File: src/rtl/clk_period_monitor.sv
// clk_period_monitor: measures period and high time of an async clock in
// clkin1 cycles and flags tolerance errors and a stopped clock.
// Ports: clkin1/pll_rst (async, active-low), en, clk_mon in;
//   period, high_time, meas_valid, in_range, clk_lost, err_cnt out.
module clk_period_monitor #(
  parameter int CNT_W      = 16,
  parameter int EXP_PERIOD = 2500,
  parameter int EXP_HIGH   = 1250,
  parameter int TOL        = 4,
  parameter int TIMEOUT    = 8000
) (
  input  logic             clkin1,
  input  logic             pll_rst,
  input  logic             en,
  input  logic             clk_mon,
  output logic [CNT_W-1:0] period,
  output logic [CNT_W-1:0] high_time,
  output logic             meas_valid,
  output logic             in_range,
  output logic             clk_lost,
  output logic [7:0]       err_cnt
);

  localparam logic [1:0] S_IDLE = 2'd0;
  localparam logic [1:0] S_WAIT = 2'd1;
  localparam logic [1:0] S_HIGH = 2'd2;
  localparam logic [1:0] S_LOW  = 2'd3;

  localparam logic [CNT_W-1:0] P_MIN = CNT_W'(EXP_PERIOD - TOL);
  localparam logic [CNT_W-1:0] P_MAX = CNT_W'(EXP_PERIOD + TOL);
  localparam logic [CNT_W-1:0] H_MIN = CNT_W'(EXP_HIGH - TOL);
  localparam logic [CNT_W-1:0] H_MAX = CNT_W'(EXP_HIGH + TOL);
  localparam logic [CNT_W-1:0] TO_LAST = CNT_W'(TIMEOUT - 1);

  logic [1:0]       state;
  logic [CNT_W-1:0] cnt;
  logic [CNT_W-1:0] cnt_inc;
  logic [CNT_W-1:0] high_cap;
  logic             sync1;
  logic             sync2;
  logic             hist;
  logic             rise;
  logic             fall;
  logic             edge_seen;
  logic             timeout;
  logic             meas;
  logic             p_ok;
  logic             h_ok;
  logic             err_inc;

  assign rise    = sync2 & ~hist;
  assign fall    = ~sync2 & hist;
  assign cnt_inc = cnt + CNT_W'(1);

  // An edge the current state acts on beats a timeout in the same cycle.
  // ">=" keeps the counter from running past the limit if a fall
  // arrives exactly on the last count.
  assign edge_seen = rise | ((state == S_HIGH) & fall);
  assign timeout   = en && (state != S_IDLE) &&
                     (cnt >= TO_LAST) && !edge_seen;
  assign meas      = en && (state == S_LOW) && rise;

  assign p_ok    = (cnt_inc >= P_MIN) && (cnt_inc <= P_MAX);
  assign h_ok    = (high_cap >= H_MIN) && (high_cap <= H_MAX);
  assign err_inc = timeout || (meas && !(p_ok && h_ok));

  always_ff @(posedge clkin1 or negedge pll_rst) begin
    if (!pll_rst) begin
      sync1 <= 1'b0;
      sync2 <= 1'b0;
      hist  <= 1'b0;
    end else begin
      sync1 <= clk_mon;
      sync2 <= sync1;
      hist  <= sync2;
    end
  end

  always_ff @(posedge clkin1 or negedge pll_rst) begin
    if (!pll_rst) begin
      state    <= S_IDLE;
      cnt      <= '0;
      high_cap <= '0;
    end else if (!en) begin
      state <= S_IDLE;
      cnt   <= '0;
    end else if (state == S_IDLE) begin
      state <= S_WAIT;
      cnt   <= '0;
    end else if (timeout) begin
      state <= S_WAIT;
      cnt   <= '0;
    end else begin
      cnt <= rise ? '0 : cnt_inc;
      unique case (state)
        S_WAIT: if (rise) state <= S_HIGH;
        S_HIGH: if (fall) begin
          high_cap <= cnt_inc;
          state    <= S_LOW;
        end
        S_LOW:  if (rise) state <= S_HIGH;
        default: state <= S_IDLE;
      endcase
    end
  end

  always_ff @(posedge clkin1 or negedge pll_rst) begin
    if (!pll_rst) begin
      period     <= '0;
      high_time  <= '0;
      meas_valid <= 1'b0;
      in_range   <= 1'b0;
      clk_lost   <= 1'b0;
      err_cnt    <= '0;
    end else begin
      meas_valid <= meas;
      if (meas) begin
        period    <= cnt_inc;
        high_time <= high_cap;
        in_range  <= p_ok && h_ok;
        clk_lost  <= 1'b0;
      end
      if (timeout) begin
        clk_lost <= 1'b1;
        in_range <= 1'b0;
      end
      if (err_inc && (err_cnt != 8'hFF))
        err_cnt <= err_cnt + 8'd1;
    end
  end

endmodule

File: config.mk
export PLATFORM = sky130hd
export DESIGN_NAME = clk_period_monitor
export DESIGN_NICKNAME = d
export VERILOG_FILES = /design/src/rtl/clk_period_monitor.sv
export SDC_FILE = /design/constraint.sdc
export NUM_CORES = 1
export LEC_CHECK = 0
export ABC_AREA = 1
export CORE_ASPECT_RATIO = 1.2
export CORE_MARGIN = 2
export CORE_UTILIZATION = 55
export DETAILED_ROUTE_END_ITERATION = 12
export PLACE_DENSITY_LB_ADDON = 0.25
export SETUP_SLACK_MARGIN = 0.3
export SLEW_MARGIN = 30
export SYNTH_ARGS = -nofsm -noshare
export SYNTH_HDL_FRONTEND = slang
export SYNTH_SLANG_ARGS = --single-unit
File: constraint.sdc
create_clock -name clkin1 -period 2.5 [get_ports clkin1]
set_input_delay 0.625 -clock clkin1 [delete_from_list [all_inputs] [get_ports clkin1]]
set_output_delay 0.625 -clock clkin1 [all_outputs]
set_load 0.05 [all_outputs]
==> results of run 1 <==
Yosys cell counts:
library cell and instances:
nand3_2 1, clkbuf_1 8, inv_2 2, nand3_1 21
o21ai_1 1, nand2_1 142, nor3_1 20, nand4_1 11
o22ai_1 1, a21oi_1 1, nand2_4 1, nand2_2 6
or2_0 1, inv_1 40, o21ai_2 2, o21bai_1 1
xnor2_1 3, xor2_1 6, nor2_4 2, buf_2 4
ha_1 3, nor2_2 3, nand3b_1 1, nor2_1 34
a31oi_1 1, dfrtp_1 80, nand3_4 1, o21ai_0 39
per-stage QoR:
step | instances | cell area, um^2 | power [W] | setup slack [ps] | hold WS, ps
after floorplan | 436 | 3630 | 0.00189 | 699 | 329
after global placement | 566 | 4240 | 0.00211 | 186 | 336
after detailed placement | 566 | 4240 | 0.00212 | 94.0 | 338
after CTS | 582 | 4440 | 0.00307 | 308 | 121
after global routing | 584 | 4490 | 0.00321 | 265 | 120
final | 584 | 4490 | 0.00307 | 341 | 118
repair_timing:
item / 4_1_cts / 5_1_grt
resized for setup: 7 / 14
setup endpoints to repair: 7 / 21
pin swaps: 0 / 0
setup buffers: 0 / 2
gates cloned: 0 / 0
cells by family after synthesis:
kind of cell	Yosys count	share of synthesized area, %
AOI/OAI and AO/OA	46	6.68
and+or+nand+nor	244	29.3
xor gates and xnor gates	9	2.17
DFF	80	55.1
buffers and inverters	54	5.71
adders and majority gates	3	1.03
worst paths after layout:
check / endpoint / slack (ps) / depth (start not counted)
max: period[15] / 340 / 1
min: cnt[9] / 120 / 1
max reg2reg: err_cnt[5] / 440 / 15
min reg2reg: sync2 / 360 / 0
max in group asynchronous: err_cnt[6] / 1800 / 2
min in group clkin1: sync2 / 360 / 0
flip-flops by register name, summed over array words and instances, names as in the netlist:
register / count
clk_lost: 1
hist: 1
period: 16
state: 2
high_cap: 16
sync2: 1
cnt: 16
sync1: 1
meas_valid: 1
err_cnt: 8
in_range: 1
high_time: 16
cell type report:
cell class	count	area share [%]
clock buffers	9	2.76
clock inverters	7	1.81
inverters	42	3.51
multi-input cells	302	32.2
flip-flops and latches	80	44.6
well taps	85	2.37
repair buffers	59	12.8
metal layers:
layer	up-vias	GRT usage (%)	share of wire (%)
met1	1400	30.9	43
met5	-	0	0
met4	0	9.06	2.3
li1	1500	-	-
met3	13	3.96	4.5
met2	83	41.2	50
placed cells by master (no fill, tap or decap), types with 2 or more instances in the layout:
master	count
clkinv_4	4
o21ai_2	2
xnor2_1	3
xor2_1	6
buf_4	13
dlymetal6s2s_1	6
inv_2	2
dfrtp_1	79
nand2_2	9
nor2_2	4
nand2_1	139
nor2_4	3
ha_1	2
nand4_1	11
o21ai_0	39
inv_1	40
nor3_1	20
dlygate4sd2_1	7
nand3_1	21
nor2_1	32
clkdlybuf4s50_1	32
clkbuf_8	9
power groups by stage:
stage | sequential [W] | clock, W | combinational (W)
detailed placement | 0.00151 | 0 | 0.000614
global route | 0.00150 | 0.00103 | 0.000669
floorplan | 0.00170 | 0 | 0.000184
CTS | 0.00149 | 0.000973 | 0.000610
global placement | 0.00151 | 0 | 0.000603
finish | 0.00149 | 0.000960 | 0.000619
==> impl_metrics.csv, run 1 <==
group,metric,value,unit
setup_path,critPathMaxStageDelay,810,ps
floorplan,num_rows,32,
floorplan,die_w,78.2,um
timing,finalSetupTns,0,ps
drt,drtIter0Drc,161,
placement,place_congestion,0.876,
pwr,seqPwrFrac,48.5,%
grt,grt_pass1_vias,2890,
drt,wl_per_cell,13.9,um
synthesis,netlist.area_leader.share,55.1,%
pwr,combPwrFrac,20.2,%
floorplan,die-height,93.1,um
timing,finalHoldViolCount,0,
grt,grt_overflow_total,0,
pwr,netSwitchingPower,0.000993,W
drt,dr.pass1.iters,4,
setup_path,required,1880,ps
setup_path,worst-path-buf-inv,1,
setup_path,path_class,"register to primary output",
drt,drc_errors,0,
pwr,power_density,683,nW/um^2
clocking,htree_levels,3,
pwr,switching_share,32.4,%
outcome,outcome,"complete, no violations",
cells_and_area,multiInputGateArea,1450,um^2
synthesis,synth.area.top_cells,"dfrtp_1 55%, nand2_1 15%, o21ai_0 5.4%",
synthesis,yosysSeqAreaShare,55.1,%
timing,fin_crit_sh,86.4,%
drt,routed_wl,8.10,mm
drt,antenna_left,0,
clocking,cts_max_path_buffers,2,
cells_and_area,final_layout_size_suffix_gt1_share,11.0,%
floorplan,ios,47,
pwr,internal_power,0.00207,W
synthesis,yosys.area.top_type,"dfrtp_1",
timing,tightest_slew,528,ps
setup_path,cp-start-kind,"register",
setup_path,cp_slowest_cell,"clkdlybuf4s50_1",
worst_hold_path,hp-class,"primary input to asynchronous set/reset pin",
placement,hpwl,5.88,mm
clocking,cts_tree,"yes",
timing,fin_skew,11.1,ps
cells_and_area,seqCellArea,2000,um^2
pwr,vdd_ir_drop_max,0.484,mV
timing,relSlewSlack,64.7,%
floorplan,initial_core_util,56.7,%
cells_and_area,nets,501,
grt,grt_pass1_wl,13.5,mm
floorplan,fp.dieArea,7280,um^2
clocking,clk_latency,350,ps
drt,via_per_inst,5.13,
clocking,hold_buffers,0,
setup_path,worstPathArrival,1530,ps
cells_and_area,diodes,0,
grt,antenna_found_initial,0,
cells_and_area,fin_util,70.1,%
synthesis,ys_seq_elements,80,
cells_and_area,fillers,534,
pwr,clockPowerShare,31.3,%
grt,grt_max_degree,68,
synthesis,yosys_warnings,0,
clocking,path_clk_slew,90,ps
synthesis,syn_avg_cell_area,8.34,um^2
timing,rsz0062_at_grt,"no",
setup_path,endpoint_kind,"primary output",
synthesis,netlist_area,3630,um^2
timing,setup_viol,0,
run,max_cap_violations,0,
cells_and_area,syn2layout_area_growth,23.6,%
floorplan,core_area,6410,um^2
setup_path,cp_cell_sequence,"clkdlybuf4s50_1",
synthesis,yosysUniqueCellTypes,28,
timing,period_needed,2160,ps
clocking,clkSinkCount,80,
timing,drv_slew,0,
placement,portBuffers,46,
pwr,power.leakage,2.22,nW
timing,fmax,463,MHz
synthesis,syn-instance-count,436,
setup_path,worstPathMaxFanout,2,
setup_path,path_delay_family,"buffers and inverters",
clocking,root_buffer,"clkbuf_8",
setup_path,cp-startpoint,"period[15]",
synthesis,synthesis.nets,443,
clocking,numCtsBuffers,9,
drt,via_count,2996,
grt,grt_use_total,24.1,%
setup_path,r2r_start,"cnt[0]",
No activity file was read; power rests on OpenSTA's default activity.
==> inputs of run 2 (changes only) <==
--- a/config.mk
+++ b/config.mk
@@ -8,8 +8,9 @@
 export ABC_AREA = 1
 export CORE_ASPECT_RATIO = 1.2
 export CORE_MARGIN = 2
-export CORE_UTILIZATION = 55
+export CORE_UTILIZATION = 58
 export DETAILED_ROUTE_END_ITERATION = 12
+export DONT_BUFFER_PORTS = 1
 export PLACE_DENSITY_LB_ADDON = 0.25
 export SETUP_SLACK_MARGIN = 0.3
 export SLEW_MARGIN = 30
==> run 2 against run 1 <==
The flow now finishes with violations (negative hold slack). Fmax is 5.7% higher. Core utilization shrank 3.8 points. Total power is 7.4% lower. Clock power down 10%. Clock-buffer cell count is 1 higher. Global-route usage about the same. Via count is 4.1% lower. Combinational power is 47% lower. Non-clock buffer count fell by 47. Routed wire length fell by 1.8%. First-iteration DRC count fell by 6.2%. Sequential share of layout area is 5.3 points higher. Critical path type is now register to register.
==> impl_metrics.csv, run 2 (synthesis gave the netlist of run 1 again) <==
group,metric,value,unit
pwr,seqPwrFrac,58.2,%
timing,fin_crit_sh,81.7,%
timing,hold_slack,-38.5,ps
timing,relSlewSlack,62.1,%
cells_and_area,fin_util,66.3,%
timing,fin_skew,10.2,ps
grt,antenna_found_initial,0,
cells_and_area,diodes,0,
cells_and_area,final_layout_size_suffix_gt1_share,12.1,%
timing,finalHoldViolCount,80,
setup_path,cp_slowest_cell,"dfrtp_1",
cells_and_area,final_cell_mix,"140 x nand2_1, 80 x dfrtp_1, 40 x inv_1, 39 x o21ai_0, 30 x nor2_1",
cells_and_area,layout.cells.most_common,"nand2_1",
grt,grt_pass1_vias,2811,
drt,dr.pass1.iters,4,
setup_path,cp_cell_sequence,"ha_4 > nand2_2 > nor2_4 > nand2_1 > nand2_2 > nand2_1 > inv_1 > nand2_1 > nor2_2 > nand3_1 > nor2_4 > nand2_4 > nand3_4 > nand2_1 > nand2_1",
floorplan,ios,47,
clocking,clk_latency,350,ps
timing,period_needed,2040,ps
pwr,vdd_ir_drop_max,0.552,mV
cells_and_area,nets,455,
timing,finalSetupTns,0,ps
placement,place_congestion,0.940,
setup_path,critPathMaxStageDelay,410,ps
setup_path,worstPathMaxFanout,8,
cells_and_area,syn2layout_area_growth,10.4,%
floorplan,die-height,90.7,um
run,max_cap_violations,0,
pwr,switching_share,33.2,%
drt,drc_errors,0,
outcome,violations,"negative hold slack",
drt,antenna_left,0,
setup_path,path_class,"register to register",
timing,setup_viol,0,
setup_path,cp-start-kind,"register",
drt,routed_wl,7.95,mm
pwr,internal_power,0.00190,W
setup_path,path_common_cell,"nand2_1",
floorplan,die_w,76.3,um
clocking,path_clk_slew,80,ps
drt,drtIter0Drc,151,
grt,grt_use_total,24.1,%
clocking,htree_levels,3,
drt,via_count,2872,
worst_hold_path,hp-class,"primary input to asynchronous set/reset pin",
grt,grt_max_degree,81,
pwr,clockPowerShare,30.3,%
pwr,power.leakage,1.90,nW
grt,grt_overflow_total,0,
grt,grt_pass1_wl,13.0,mm
placement,hpwl,5.63,mm
setup_path,worstPathArrival,2330,ps
drt,via_per_inst,5.37,
floorplan,initial_core_util,60.1,%
clocking,cts_tree,"yes",
pwr,netSwitchingPower,0.000943,W
placement,portBuffers,0,
clocking,clkSinkCount,80,
timing,rsz0062_at_grt,"no",
outcome,outcome,"complete, but fails checks",
timing,fmax,490,MHz
floorplan,core_area,6050,um^2
setup_path,r2r_slack,460,ps
pwr,combPwrFrac,11.4,%
setup_path,required,2790,ps
pwr,power_density,708,nW/um^2
clocking,cts_max_path_buffers,2,
clocking,numCtsBuffers,9,
setup_path,endpoint_kind,"register",
floorplan,num_rows,31,
timing,drv_slew,0,
timing,tightest_slew,569,ps
floorplan,fp.dieArea,6920,um^2
drt,wl_per_cell,14.9,um
clocking,root_buffer,"clkbuf_8",
run 2: changes by cell type in the layout (fill, tap and decap cells not counted), moves of 3 or more:
cell	change
clkdlybuf4s50_1	-32
dlygate4sd2_1	-7
dlymetal6s2s_1	-6
clkinv_4	-3
run 2: final timing paths:
kind                               endpoint    start  cells past startpoint
worst max-delay path             err_cnt[5]   cnt[1]                     15
worst min-delay path            high_cap[6]  pll_rst                      0
worst max register to register   err_cnt[5]   cnt[1]                     15
worst min register to register        sync2    sync1                      0
max in group asynchronous        err_cnt[7]  pll_rst                      0
min in group clkin1                   sync1  clk_mon                      0
run 2: area by class of cell:
class / count / area, um^2
Clock buffer: 10 / 138
Clock inverter: 6 / 42.5
Fill cell: 536 / 2040
Inverter: 42 / 158
Multi-Input combinational cell: 303 / 1480
Sequential cell: 80 / 2000
Tap cell: 82 / 103
Timing Repair Buffer: 12 / 90.1
run 2: routing by layer:
layer	track usage, %	share of wire (%)	vias to the layer above	wire, um
met5	0	0	-	0
met4	12.4	2.7	0	216
met3	6.10	6.4	20	510
met2	40.6	51	90	4040
met1	28.4	40	1354	3180
li1	-	-	1408	-
run 2: power by group through the flow:
stage | clock network (W) | logic, W | registers (W)
after floorplan | 0 | 0.000184 | 0.00170
after global placement | 0 | 0.000305 | 0.00168
after detailed placement | 0 | 0.000314 | 0.00168
after CTS | 0.000870 | 0.000326 | 0.00165
after global routing | 0.000941 | 0.000367 | 0.00167
final | 0.000861 | 0.000325 | 0.00165
run 2: stage by stage:
| stage | worst slack [ps] | std cells | area (um^2) | total power, W | hold slack (ps) |
|---|---|---|---|---|---|
| after floorplan | 699 | 436 | 3630 | 0.00189 | 329 |
| after global placement | 298 | 515 | 3750 | 0.00198 | 331 |
| after detailed placement | 275 | 515 | 3750 | 0.00200 | 331 |
| after CTS | 328 | 532 | 3950 | 0.00285 | -46.2 |
| after global routing | 294 | 535 | 4010 | 0.00298 | -54.5 |
| final | 458 | 535 | 4010 | 0.00284 | -38.5 |
run 2: worst max-delay path: cells and delay by family (launching register included):
kind / cells / cell delay [ps]
flip-flops: 1 / 410
adder cells (fa/ha/maj): 1 / 170
buffers and inverters: 1 / 50
AND/OR/NAND/NOR: 13 / 1350
run 2: repair_timing:
item                                    CTS  global route
gates resized for setup                   1            11
gates cloned                              0             1
pin swaps                                 0             3
endpoints found under the hold margin    80            80
endpoints found under the setup margin    8            12
buffers inserted                          1             2
